<file path="src/rtl/mlp_loader_pkg.sv">
// ============================================================================
// Module   : mlp_loader_pkg
// Brief    : Shared state encoding, default sizes and counter width helper
//            for the MLP feature loader.
// Revision : 1.0 - initial release
// ============================================================================
`default_nettype none

package mlp_loader_pkg;

   typedef enum logic [1:0] {
      LOAD   = 2'd0,
      SETTLE = 2'd1,
      HOLD   = 2'd2,
      DRAIN  = 2'd3
   } loader_state_e;

   localparam int MLP_N_FEAT = 6;
   localparam int MLP_FEAT_W = 4;
   localparam int MLP_CLS_W  = 2;

   // Bits needed to count 0..n-1; never narrower than one bit.
   function automatic int cnt_width(input int n);
      return (n > 1) ? $clog2(n) : 1;
   endfunction

endpackage

`default_nettype wire

</file>
<file path="src/rtl/mlp_feature_loader.sv">
// ============================================================================
// Module   : mlp_feature_loader
// Brief    : Streams nibble features into a combinational MLP, waits for the
//            logic to settle, then returns the class on a valid/ready port.
//            Framing checks and DRAIN exist only with MLP_LOADER_FRAME_CHECK_EN.
// Revision : 1.0 - initial release
// ============================================================================
`default_nettype none

module mlp_feature_loader
   import mlp_loader_pkg::*;
#(
   parameter int N_FEAT     = MLP_N_FEAT,
   parameter int FEAT_W     = MLP_FEAT_W,
   parameter int CLS_W      = MLP_CLS_W,
   parameter int SETTLE_CYC = 4
) (
   input  logic                     clk,
   input  logic                     rst_n,
   input  logic                     s_valid,
   output logic                     s_ready,
   input  logic [FEAT_W-1:0]        s_data,
   input  logic                     s_last,
   output logic [N_FEAT*FEAT_W-1:0] feat_vec,
   input  logic [CLS_W-1:0]         cls_in,
   output logic                     m_valid,
   input  logic                     m_ready,
   output logic [CLS_W-1:0]         m_class,
   output logic                     frame_err
);

   localparam int BEAT_W = cnt_width(N_FEAT);
   localparam int SET_W  = cnt_width(SETTLE_CYC);

   localparam logic [BEAT_W-1:0] c_last_beat   = BEAT_W'(N_FEAT - 1);
   localparam logic [SET_W-1:0]  c_settle_init = SET_W'(SETTLE_CYC - 1);

   localparam logic [1:0] c_st_load   = 2'(LOAD);
   localparam logic [1:0] c_st_settle = 2'(SETTLE);
   localparam logic [1:0] c_st_hold   = 2'(HOLD);
`ifdef MLP_LOADER_FRAME_CHECK_EN
   localparam logic [1:0] c_st_drain  = 2'(DRAIN);
`endif

   logic [1:0]               r_state;
   logic [BEAT_W-1:0]        r_beat_cnt;
   logic [SET_W-1:0]         r_settle_cnt;
   logic [N_FEAT*FEAT_W-1:0] r_feat_vec;
   logic                     r_m_valid;
   logic [CLS_W-1:0]         r_m_class;
   logic                     r_frame_err;
   logic                     w_accept;
   logic                     w_final;

`ifdef MLP_LOADER_FRAME_CHECK_EN
   assign s_ready = (r_state == c_st_load) || (r_state == c_st_drain);
`else
   logic w_unused_s_last;
   assign w_unused_s_last = s_last;
   assign s_ready = (r_state == c_st_load);
`endif

   assign w_accept  = s_valid & s_ready;
   assign w_final   = (r_beat_cnt == c_last_beat);
   assign feat_vec  = r_feat_vec;
   assign m_valid   = r_m_valid;
   assign m_class   = r_m_class;
   assign frame_err = r_frame_err;

   always_ff @(posedge clk or negedge rst_n) begin
      if (!rst_n) begin
         r_state      <= c_st_load;
         r_beat_cnt   <= '0;
         r_settle_cnt <= '0;
         r_feat_vec   <= '0;
         r_m_valid    <= 1'b0;
         r_m_class    <= '0;
         r_frame_err  <= 1'b0;
      end else begin
         r_frame_err <= 1'b0;
         case (r_state)
            c_st_load: begin
               if (w_accept) begin
                  for (int k = 0; k < N_FEAT; k++) begin
                     if (r_beat_cnt == BEAT_W'(k))
                        r_feat_vec[k*FEAT_W +: FEAT_W] <= s_data;
                  end
`ifdef MLP_LOADER_FRAME_CHECK_EN
                  // Early last abandons the frame; missing last on the final slot drains to the next last.
                  if (s_last && !w_final) begin
                     r_frame_err <= 1'b1;
                     r_beat_cnt  <= '0;
                  end else if (w_final && !s_last) begin
                     r_frame_err <= 1'b1;
                     r_beat_cnt  <= '0;
                     r_state     <= c_st_drain;
                  end else if (w_final) begin
                     r_beat_cnt   <= '0;
                     r_settle_cnt <= c_settle_init;
                     r_state      <= c_st_settle;
                  end else begin
                     r_beat_cnt <= r_beat_cnt + 1'b1;
                  end
`else
                  if (w_final) begin
                     r_beat_cnt   <= '0;
                     r_settle_cnt <= c_settle_init;
                     r_state      <= c_st_settle;
                  end else begin
                     r_beat_cnt <= r_beat_cnt + 1'b1;
                  end
`endif
               end
            end
            c_st_settle: begin
               if (r_settle_cnt == '0) begin
                  r_m_class <= cls_in;
                  r_m_valid <= 1'b1;
                  r_state   <= c_st_hold;
               end else begin
                  r_settle_cnt <= r_settle_cnt - 1'b1;
               end
            end
            c_st_hold: begin
               if (m_ready) begin
                  r_m_valid <= 1'b0;
                  r_state   <= c_st_load;
               end
            end
`ifdef MLP_LOADER_FRAME_CHECK_EN
            c_st_drain: begin
               if (w_accept && s_last)
                  r_state <= c_st_load;
            end
`endif
            default: r_state <= c_st_load;
         endcase
      end
   end

endmodule

`default_nettype wire

</file>
<file path="config.mk">
export PLATFORM = sky130hd
export DESIGN_NAME = mlp_feature_loader
export DESIGN_NICKNAME = d
export VERILOG_FILES = /design/src/rtl/mlp_loader_pkg.sv /design/src/rtl/mlp_feature_loader.sv
export SDC_FILE = /design/constraint.sdc
export NUM_CORES = 1
export LEC_CHECK = 0
export ABC_AREA = 1
export BUFFER_PORTS_ARGS = -buffer_cell sky130_fd_sc_hd__buf_2
export CAP_MARGIN = 0
export CORE_MARGIN = 10
export CORE_UTILIZATION = 51
export DETAILED_ROUTE_END_ITERATION = 8
export PLACE_DENSITY_LB_ADDON = 0.08
export SYNTH_ARGS = -nofsm -noshare
export SYNTH_HDL_FRONTEND = slang
export SYNTH_SLANG_ARGS = --single-unit
</file>
<file path="constraint.sdc">
create_clock -name clk -period 1.7 [get_ports clk]
set_input_delay 0.34 -clock clk [delete_from_list [all_inputs] [get_ports clk]]
set_output_delay 0.34 -clock clk [all_outputs]
set_load 0.02 [all_outputs]
</file>
# Word-level counts from Yosys, hierarchy flattened
# Cells that the tools add are included.
# classes
add_sub_neg,2
n_mul,0
div,0
magnitude_cmp,0
eq_ne,12
shifts,0
muxes,13
bitwise,1
reduce_logical,16
# op_table
op,count
$reduce_and 3->1,7
$mux 2,7
$reduce_and 4->1,2
$eq 3x2->1 const B,2
$eq 3x3->1 const B,2
$ne 2x2->1 const B,3
$pmux 2 s3,1
$logic_not 2->1,2
$ne 2x1->1 const B,2
$pmux 2 s2,1
$reduce_and 2->1,2
$reduce_bool 2->1,2
$add 3x1->3 const B,1
$eq 3x1->1 const B,1
$logic_not 3->1,1
$mux 3,1
$eq 2x1->1 const B,1
$eq 2x2->1 const B,1
$mux 1,2
$pmux 1 s2,1
$sub 2x1->2 const B,1
$and 1x1->1,1
# totals
register_bits,34
latch_bits,0
ram_bits,0
mem_bits_ro,0
inputBits,11
output_inout_bits,29
elab_cells,55
mem_count,0

# Logic depth before layout (Yosys ltp)
# Gate-level depths: netlist of run 1.
# logic_depth
word_depth,4
depth_mapped,7
mapped_depth_nobuf,6

# Worst setup path before layout of run 1
# Ideal clock, no wire load.
# synth_path
path_type,reg2reg
start,register r_state[1]
end,register r_feat_vec[20] (netlist: feat_vec[20])
setup_ps,120
arrival_ps,1089
t_required_ps,1580
slack_ps,492
path_stages_with_launch,8
path_buffers,1
synth_period_minus_slack_ps,1208
cell_sequence,dfrtp_1 -> inv_2 -> nand2_4 -> nor2_8 -> nand2_4 -> buf_6 -> nand2_1 -> o21ai_2
# synth_via
elab_chain_cells,3
# synth_lines
element,line_no,source
start: declaration,mlp_feature_loader.sv:45,logic [1:0] r_state;
start signal: assignment,mlp_feature_loader.sv:72,r_state <= c_st_load;
start signal: assignment,mlp_feature_loader.sv:108,r_state <= c_st_settle;
start signal: assignment,mlp_feature_loader.sv:119,r_state <= c_st_hold;
$logic_not 2->1 (*),"mlp_feature_loader.sv:60, mlp_feature_loader.sv:81",
$and 1x1->1,mlp_feature_loader.sv:63,assign w_accept = s_valid & s_ready;
$reduce_and 3->1 (no source line) (*),--,
end signal: indexed assignment,mlp_feature_loader.sv:86,r_feat_vec[k*FEAT_W +: FEAT_W] <= s_data;
end: declaration,mlp_feature_loader.sv:48,logic [N_FEAT*FEAT_W-1:0] r_feat_vec;
# Mark *: on every way between the ends. The rest lies on a longest branch, timed or not.
# A chain may end at the register's enable or synchronous reset.

# Final worst setup path of run 1
# layout_path
start,register r_state[0]
end,output s_ready
# layout_via
elab_chain_cells,1
# layout_lines
element,line_no,source
$logic_not 2->1,mlp_feature_loader.sv:60,assign s_ready = (r_state == c_st_load);
end: declaration,mlp_feature_loader.sv:21,"output logic s_ready,"
# Every way passes these cells.

==> out/qor_table.md, run 1 <==
| Metric | Value | Unit |
|:---|:---|:---|
| Result of the run | finished clean | - |
| Cell accounting for the most synthesized area | sky130_fd_sc_hd__dfrtp_1 | - |
| Clk buf depth | 2 | - |
| Final Critical Period | 1.51 | ns |
| Static leakage | 1.01 | nW |
| CP Launch Type | flip-flop | - |
| Final GP Congestion | 0.820 | - |
| Post-CTS setup-driven buffer insertion count | 0 | - |
| GRT Util Overall | 11.8 | % |
| HPWL reported at the end of detailed placement | 2.34 | mm |
| Combined area of all synthesized cells | 1460 | sq um |
| Routed length per placed instance | 13.2 | microns |
| Number of iterations in the first detailed-routing pass | 4 | - |
| Die outline area | 5400 | sq um |
| Number of levels the H-tree was split into | 2 | - |
| Count of port buffers added during placement | 37 | - |
| Count of antenna diodes in the layout | 0 | - |
| Vertical extent of the die | 73.5 | microns |
| Cell with the largest stage delay on the worst path | sky130_fd_sc_hd__dfrtp_1 | - |
| Reg-to-Reg Start | r_state[1] | - |
| Final Max Tran Viols | 0 | - |
| Number of unique standard cell types used by synthesis | 19 | - |
| Category of the worst setup path capture point | primary output | - |
| Final nets | 208 | - |
| Area overhead of the layout relative to synthesis | 23.7 | % |
| GRT Residual Overflow | 0 | - |
| Placeable core region | 2760 | sq um |
| Source of the worst hold timing path | m_ready | - |
| RSZ-0062 raised after global routing | no | - |
| Number of cells on the worst reg-to-reg path | 6 | - |
| Number of I/O pins | 40 | - |
| Fillers | 252 | - |
| Final total power | 3.79 | mW |
| Width of the die | 73.5 | microns |
| Worst flop-to-flop path endpoint | feat_vec[23] | - |
| Maximum achievable frequency | 662 | MHz |
| Final worst clock skew | 0.00938 | ns |
| Arrival time at the worst endpoint | 1.17 | ns |
| Aggregate negative setup slack | 0 | ns |
| Max-cap violations | 0 | - |
| Clock insertion delay at the later pin of the skew report | 0.33 | ns |
| Initial standard-cell utilization of the core | 52.9 | % |
| Global-route wire length before repair | 5.04 | mm |
| Count of standard-cell rows | 19 | - |
| Number of DRC markers after the initial detailed-route iteration | 64 | - |
| Number of vias per cell after detailed routing | 5.00 | - |
| Cell-by-cell listing of the critical path | nor2_1, buf_2 | - |
| Count of final setup violators | 0 | - |
| Synthesis Warnings | 0 | - |
| Class of the worst hold path | in -> reg | - |
| Category of the most critical setup path | reg -> out | - |
| Fraction of layout cells with a size suffix above 1 | 30.6 | % |
| Sink of the worst hold path | r_state[1] | - |
| Hold Path Stages | 2 | - |
| Synthesized instance count | 151 | - |
| Clock sink count | 34 | - |
| Synthesized area divided by synthesized cell count | 9.67 | sq um |
| DRC violation count after routing | 0 | - |
| Drt total wl | 3.00 | mm |
| Num CTS Buffers | 5 | - |
| Crit path max fanout | 6 | - |
| Area share of the leading cell type in the synthesized netlist | 58.3 | % |
| Required time reported for the critical path endpoint | 1.36 | ns |
| Sequential cell area fraction in the yosys report | 58.3 | % |
| P per Cell Area | 2100 | nW/um^2 |
| Longest individual stage delay on the worst path | 0.45 | ns |
| Final period util | 88.9 | % |
| Number of antenna violations at the first check in global routing | 0 | - |
| Seq cells post-synth | 34 | - |
| Top area cells in the synthesized netlist | sky130_fd_sc_hd__dfrtp_1 (58%), sky130_fd_sc_hd__nand2_1 (11%), sky130_fd_sc_hd__o21ai_0 (7.5%), sky130_fd_sc_hd__nand2_4 (5.4%), sky130_fd_sc_hd__inv_1 (3.1%) | - |
| Number of global-route vias before repair | 1,125 | - |
| Synthesized netlist net count | 164 | - |
| Pin count of the biggest net entering global routing | 19 | - |
| Clock slew seen by the registers of the worst setup and hold paths | 0.10 | ns |
| Vias after detailed routing | 1,135 | - |
| Worst R2R Setup Slack | 0.41 | ns |
| Number of nets with antenna violations after routing | 0 | - |
| Hold slack | 0.208 | ns |
| Count of final hold-check violations | 0 | - |
| Peak supply drop | 0.00133 | V |
| CTS root buffer | sky130_fd_sc_hd__clkbuf_4 | - |
| CTS tree | yes | - |
[per-layer routing]
| layer | track usage [%] | vias to the layer above | wire length, microns |
|---|---|---|---|
| li1 | - | 574 | - |
| met1 | 12.7 | 532 | 1240 |
| met2 | 19.3 | 24 | 1430 |
| met3 | 5.79 | 5 | 284 |
| met4 | 4.97 | 0 | 44 |
| met5 | 0 | - | 0 |
[cells in the mapped netlist]
library cell	number
sky130_fd_sc_hd__nor3_1	1
sky130_fd_sc_hd__ha_1	2
sky130_fd_sc_hd__inv_2	2
sky130_fd_sc_hd__nand4_1	2
sky130_fd_sc_hd__conb_1	1
sky130_fd_sc_hd__o21ai_2	4
sky130_fd_sc_hd__nand2_4	7
sky130_fd_sc_hd__nor2_1	9
sky130_fd_sc_hd__o31ai_1	1
sky130_fd_sc_hd__nand2_1	41
sky130_fd_sc_hd__buf_6	1
sky130_fd_sc_hd__buf_4	1
sky130_fd_sc_hd__dfrtp_1	34
sky130_fd_sc_hd__a21oi_1	1
sky130_fd_sc_hd__o21ai_0	22
sky130_fd_sc_hd__inv_1	12
sky130_fd_sc_hd__nand3b_1	1
sky130_fd_sc_hd__nand3_1	8
sky130_fd_sc_hd__nor2_8	1
[logic make-up (layout without fill, tap and decap cells)]
logic type,Yosys count,count (layout),synth area share (%)
and+or+nand+nor,70,70,24.1
AOI/OAI and AO/OA,28,28,10.8
adders and majority gates,2,2,1.71
DFF,34,34,58.3
other,1,1,0.257
buffers and inverters,16,61,4.88
[cell type report]
cell class	count	area (sq um)	share of cell area, %
Sequential cell	34	851	47.1
Clock buffer	6	51.3	2.84
Inverter	14	52.6	2.91
Timing Repair Buffer	39	215	11.9
Multi-Input combinational cell	101	538	29.8
Clock inverter	2	60.1	3.32
Tap cell	31	38.8	2.15
[cell usage in the layout, fill, tap and decap left out, types with 4 or more instances in the layout]
cell type	netlist	layout
sky130_fd_sc_hd__clkbuf_4	0	5
sky130_fd_sc_hd__nand2_4	7	7
sky130_fd_sc_hd__inv_1	12	12
sky130_fd_sc_hd__o21ai_0	22	22
sky130_fd_sc_hd__nor2_1	9	9
sky130_fd_sc_hd__o21ai_2	4	4
sky130_fd_sc_hd__buf_2	0	37
sky130_fd_sc_hd__nand3_1	8	8
sky130_fd_sc_hd__nand2_1	41	41
sky130_fd_sc_hd__dfrtp_1	34	34
[critical path, delay by kind of cell, from the launching register on]
kind	cells	cell delay, ns
and+or+nand+nor	1	0.20
DFF	1	0.45
buffers and inverters	1	0.20
[metrics by stage]
step	instance area [sq um]	util (%)	cells	setup slack (ns)
floorplan	1460	-	151	0.492
global placement	1690	61.1	218	0.446
detailed placement	1690	61.1	218	0.403
CTS	1810	65.5	227	0.173
global route	1810	65.5	227	0.112
finish	1810	65.5	227	0.189
[worst max-delay path by stage]
| stage | from | endpoint | slack (ns) |
|---|---|---|---|
| global route | r_state[0] | s_ready | 0.11 |
| global placement | r_state[0] | feat_vec[23] | 0.45 |
| floorplan | r_state[1] | feat_vec[20] | 0.49 |
| CTS | r_state[0] | s_ready | 0.17 |
| detailed placement | r_state[0] | feat_vec[22] | 0.40 |
| finish | r_state[0] | s_ready | 0.19 |
[power by group]
part	internal [mW]	switching [mW]	leakage, nW
logic	0.549	1.08	0.528
registers	1.18	0.215	0.424
clock network	0.498	0.265	0.0585
[flip-flops by register name, indices dropped and copies added, names as in the netlist]
| signal | flops |
|---|---|
| r_settle_cnt | 2 |
| r_beat_cnt | 3 |
| r_state | 2 |
| m_class | 2 |
| feat_vec | 24 |
| m_valid | 1 |
[what timing repair did]
action	4_1_cts	5_1_grt
hold endpoints to repair	16	0
gates resized for setup	0	0
hold buffers	1	0
Power figures use the tool's default switching activity.
==> inputs of run 2 (changes only) <==
Settings changed: GPL_ROUTABILITY_DRIVEN set to 0, SETUP_SLACK_MARGIN set to 0.5.
==> run 2 against run 1 <==
Against the previous run: register-to-register slack lost 0.14 ns; die area is the same; highest routed layer unchanged; global-route usage grew 3.0 points; largest power group unchanged; cell count grew 14%.
==> out/qor_table.md, run 2 (synthesized netlist as in run 1, its figures left out) <==
| Metric | Value | Unit | vs previous |
|:---|:---|:---|:---|
| Clk buf depth | 2 | - | unchanged |
| Fraction of layout cells with a size suffix above 1 | 59.2 | % | +29 points |
| GRT Residual Overflow | 0 | - | unchanged |
| Final Critical Period | 1.43 | ns | -0.0776 ns |
| Pin count of the biggest net entering global routing | 35 | - | +16 |
| Count of port buffers added during placement | 37 | - | unchanged |
| Global-route wire length before repair | 6.15 | mm | +22% |
| Maximum achievable frequency | 697 | MHz | +5.4% |
| Number of placed instances with taps included | 218 | - | unchanged |
| Cell-by-cell listing of the critical path | buf_6, inv_8, nand2_8, nor2_8, buf_12, buf_6, nand3b_1, o21ai_1 | - |  |
| Placeable core region | 2760 | sq um | unchanged |
| CTS root buffer | sky130_fd_sc_hd__clkbuf_4 | - |  |
| CP Launch Type | flip-flop | - |  |
| Sequential standard cell area | 852 | sq um | +0.15% |
| Final instance area | 2500 | sq um | +39% |
| Final nets | 241 | - | +16% |
| Clock slew seen by the registers of the worst setup and hold paths | 0.10 | ns | about the same |
| Drt total wl | 4.97 | mm | +66% |
| Number of global-route vias before repair | 1,323 | - | +18% |
| Count of antenna diodes in the layout | 0 | - | unchanged |
| Area occupied by multi-input gates | 813 | sq um | +51% |
| Cell with the largest stage delay on the worst path | sky130_fd_sc_hd__dfrtp_2 | - |  |
| Die outline area | 5400 | sq um | unchanged |
| Result of the run | finished clean | - |  |
| Longest individual stage delay on the worst path | 0.44 | ns | about the same |
| Final worst clock skew | 0.00982 | ns | +0.000438 ns |
| Crit path max fanout | 5 | - | -1 |
| Category of the worst setup path capture point | flip-flop | - |  |
| Width of the die | 73.5 | microns | unchanged |
| Setup slack at placement | 0.401 | ns | -0.00228 ns |
| Most used cells in the layout excluding fill and tap cells | sky130_fd_sc_hd__dfrtp_1 (33), sky130_fd_sc_hd__buf_6 (31), sky130_fd_sc_hd__buf_4 (28) | - |  |
| Aggregate negative setup slack | 0 | ns | unchanged |
| Worst setup margin | 0.266 | ns | +0.0776 ns |
| Final period util | 84.3 | % | -4.6 points |
| Number of vias per cell after detailed routing | 5.42 | - | +8.5% |
| Initial standard-cell utilization of the core | 52.9 | % | unchanged |
| Hold slack | 0.0418 | ns | -0.166 ns |
| Final Non-Filler Cells | 259 | - | +14% |
| Clock sink count | 34 | - | unchanged |
| Clock insertion delay at the later pin of the skew report | 0.33 | ns | about the same |
| Final Max Tran Viols | 0 | - | unchanged |
| Number of iterations in the first detailed-routing pass | 4 | - | unchanged |
| DRC violation count after routing | 0 | - | unchanged |
| Static leakage | 1.21 | nW | +20% |
| Number of nets with antenna violations after routing | 0 | - | unchanged |
| Number of I/O pins | 40 | - | unchanged |
| Count of final hold-check violations | 0 | - | unchanged |
| Fillers | 94 | - | -63% |
| Final total power | 5.40 | mW | +42% |
| Vias after detailed routing | 1,405 | - | +24% |
| Peak supply drop | 0.00176 | V | +32% |
| Number of antenna violations at the first check in global routing | 0 | - | unchanged |
| Num CTS Buffers | 5 | - | unchanged |
| Number of levels the H-tree was split into | 2 | - | unchanged |
| Max-cap violations | 0 | - | unchanged |
| HPWL reported at the end of detailed placement | 2.38 | mm | +1.7% |
| Count of final setup violators | 0 | - | unchanged |
| CTS tree | yes | - |  |
| Arrival time at the worst endpoint | 1.68 | ns | +0.51 ns |
| Area overhead of the layout relative to synthesis | 71.4 | % |  |
| Routed length per placed instance | 19.2 | microns | +45% |
| Max reg flops | 24 | - | unchanged |
| Class of the worst hold path | in -> async | - |  |
| Commonest non-fill, non-tap cell in the layout | sky130_fd_sc_hd__dfrtp_1 | - |  |
| Vertical extent of the die | 73.5 | microns | unchanged |
| Required time reported for the critical path endpoint | 1.95 | ns | +0.59 ns |
| Count of standard-cell rows | 19 | - | unchanged |
| Post-layout utilization of the core | 90.7 | % | +25 points |
| Category of the most critical setup path | reg -> reg | - |  |
| Cell mode on critical path | sky130_fd_sc_hd__buf_6 | - |  |
| P per Cell Area | 2160 | nW/um^2 | +2.8% |
| RSZ-0062 raised after global routing | yes | - |  |
| GRT Util Overall | 14.8 | % | +3.0 points |
| Total cell area at the placement stage | 1670 | sq um | -0.74% |
| Number of DRC markers after the initial detailed-route iteration | 118 | - | +84% |
## run 2: changes by cell type in the layout (fill, tap and decap cells not counted), sizes merged
| cell | before | now |
|---|---|---|
| nand2 | 48 | 50 |
| dlygate4sd3 | 1 | 0 |
| buf | 38 | 69 |
| bufinv | 2 | 1 |
| clkbuf | 6 | 7 |
## run 2: worst paths after layout
| path | slack, ns | cells past startpoint | endpoint | start |
|---|---|---|---|---|
| setup / recovery | 0.27 | 8 | r_beat_cnt[2] | r_state[0] |
| hold / removal | 0.04 | 2 | feat_vec[8] | rst_n |
| setup reg to reg | 0.27 | 8 | r_beat_cnt[2] | r_state[0] |
| hold reg to reg | 0.51 | 2 | m_class[0] | m_class[0] |
| max in group asynchronous | 1.35 | 2 | r_state[0] | rst_n |
| min in group clk | 0.21 | 2 | r_state[1] | m_ready |
## run 2: cell type report
class                      count  area share (%)
clock buffer                   6            2.05
tap                           31            1.55
sequential                    34            34.0
inverter                      14            2.70
timing repair buffer          70            26.0
multi-input combinational    103            32.5
clock inverter                 1            1.20
## run 2: worst max-delay path, delay by kind of cell (launching register included)
kind / cells / cell delay, ns
compound gates: 1 / 0.13
flops: 1 / 0.44
buf+inv: 4 / 0.50
simple gates: 3 / 0.27
## run 2: what timing repair did
action,in CTS,in global routing
buffers inserted,19,12
cloned,3,0
gates resized for setup,74,78
endpoints found under the setup margin,54,62
hold buffers,0,0
pin swaps,4,19
## run 2: metal layers
metal | vias to the layer above | share of wire, % | global-route usage [%]
li1 | 647 | - | -
met1 | 688 | 36 | 15.6
met2 | 50 | 53 | 25.0
met3 | 20 | 6.6 | 4.85
met4 | 0 | 4.3 | 9.11
met5 | - | 0 | 0
## run 2: power breakdown
group / internal, mW / leakage [nW] / switching, mW
sequential: 1.18 / 0.423 / 0.343
clock: 0.342 / 0.0443 / 0.260
combinational: 1.55 / 0.747 / 1.72
total: 3.07 / 1.21 / 2.33
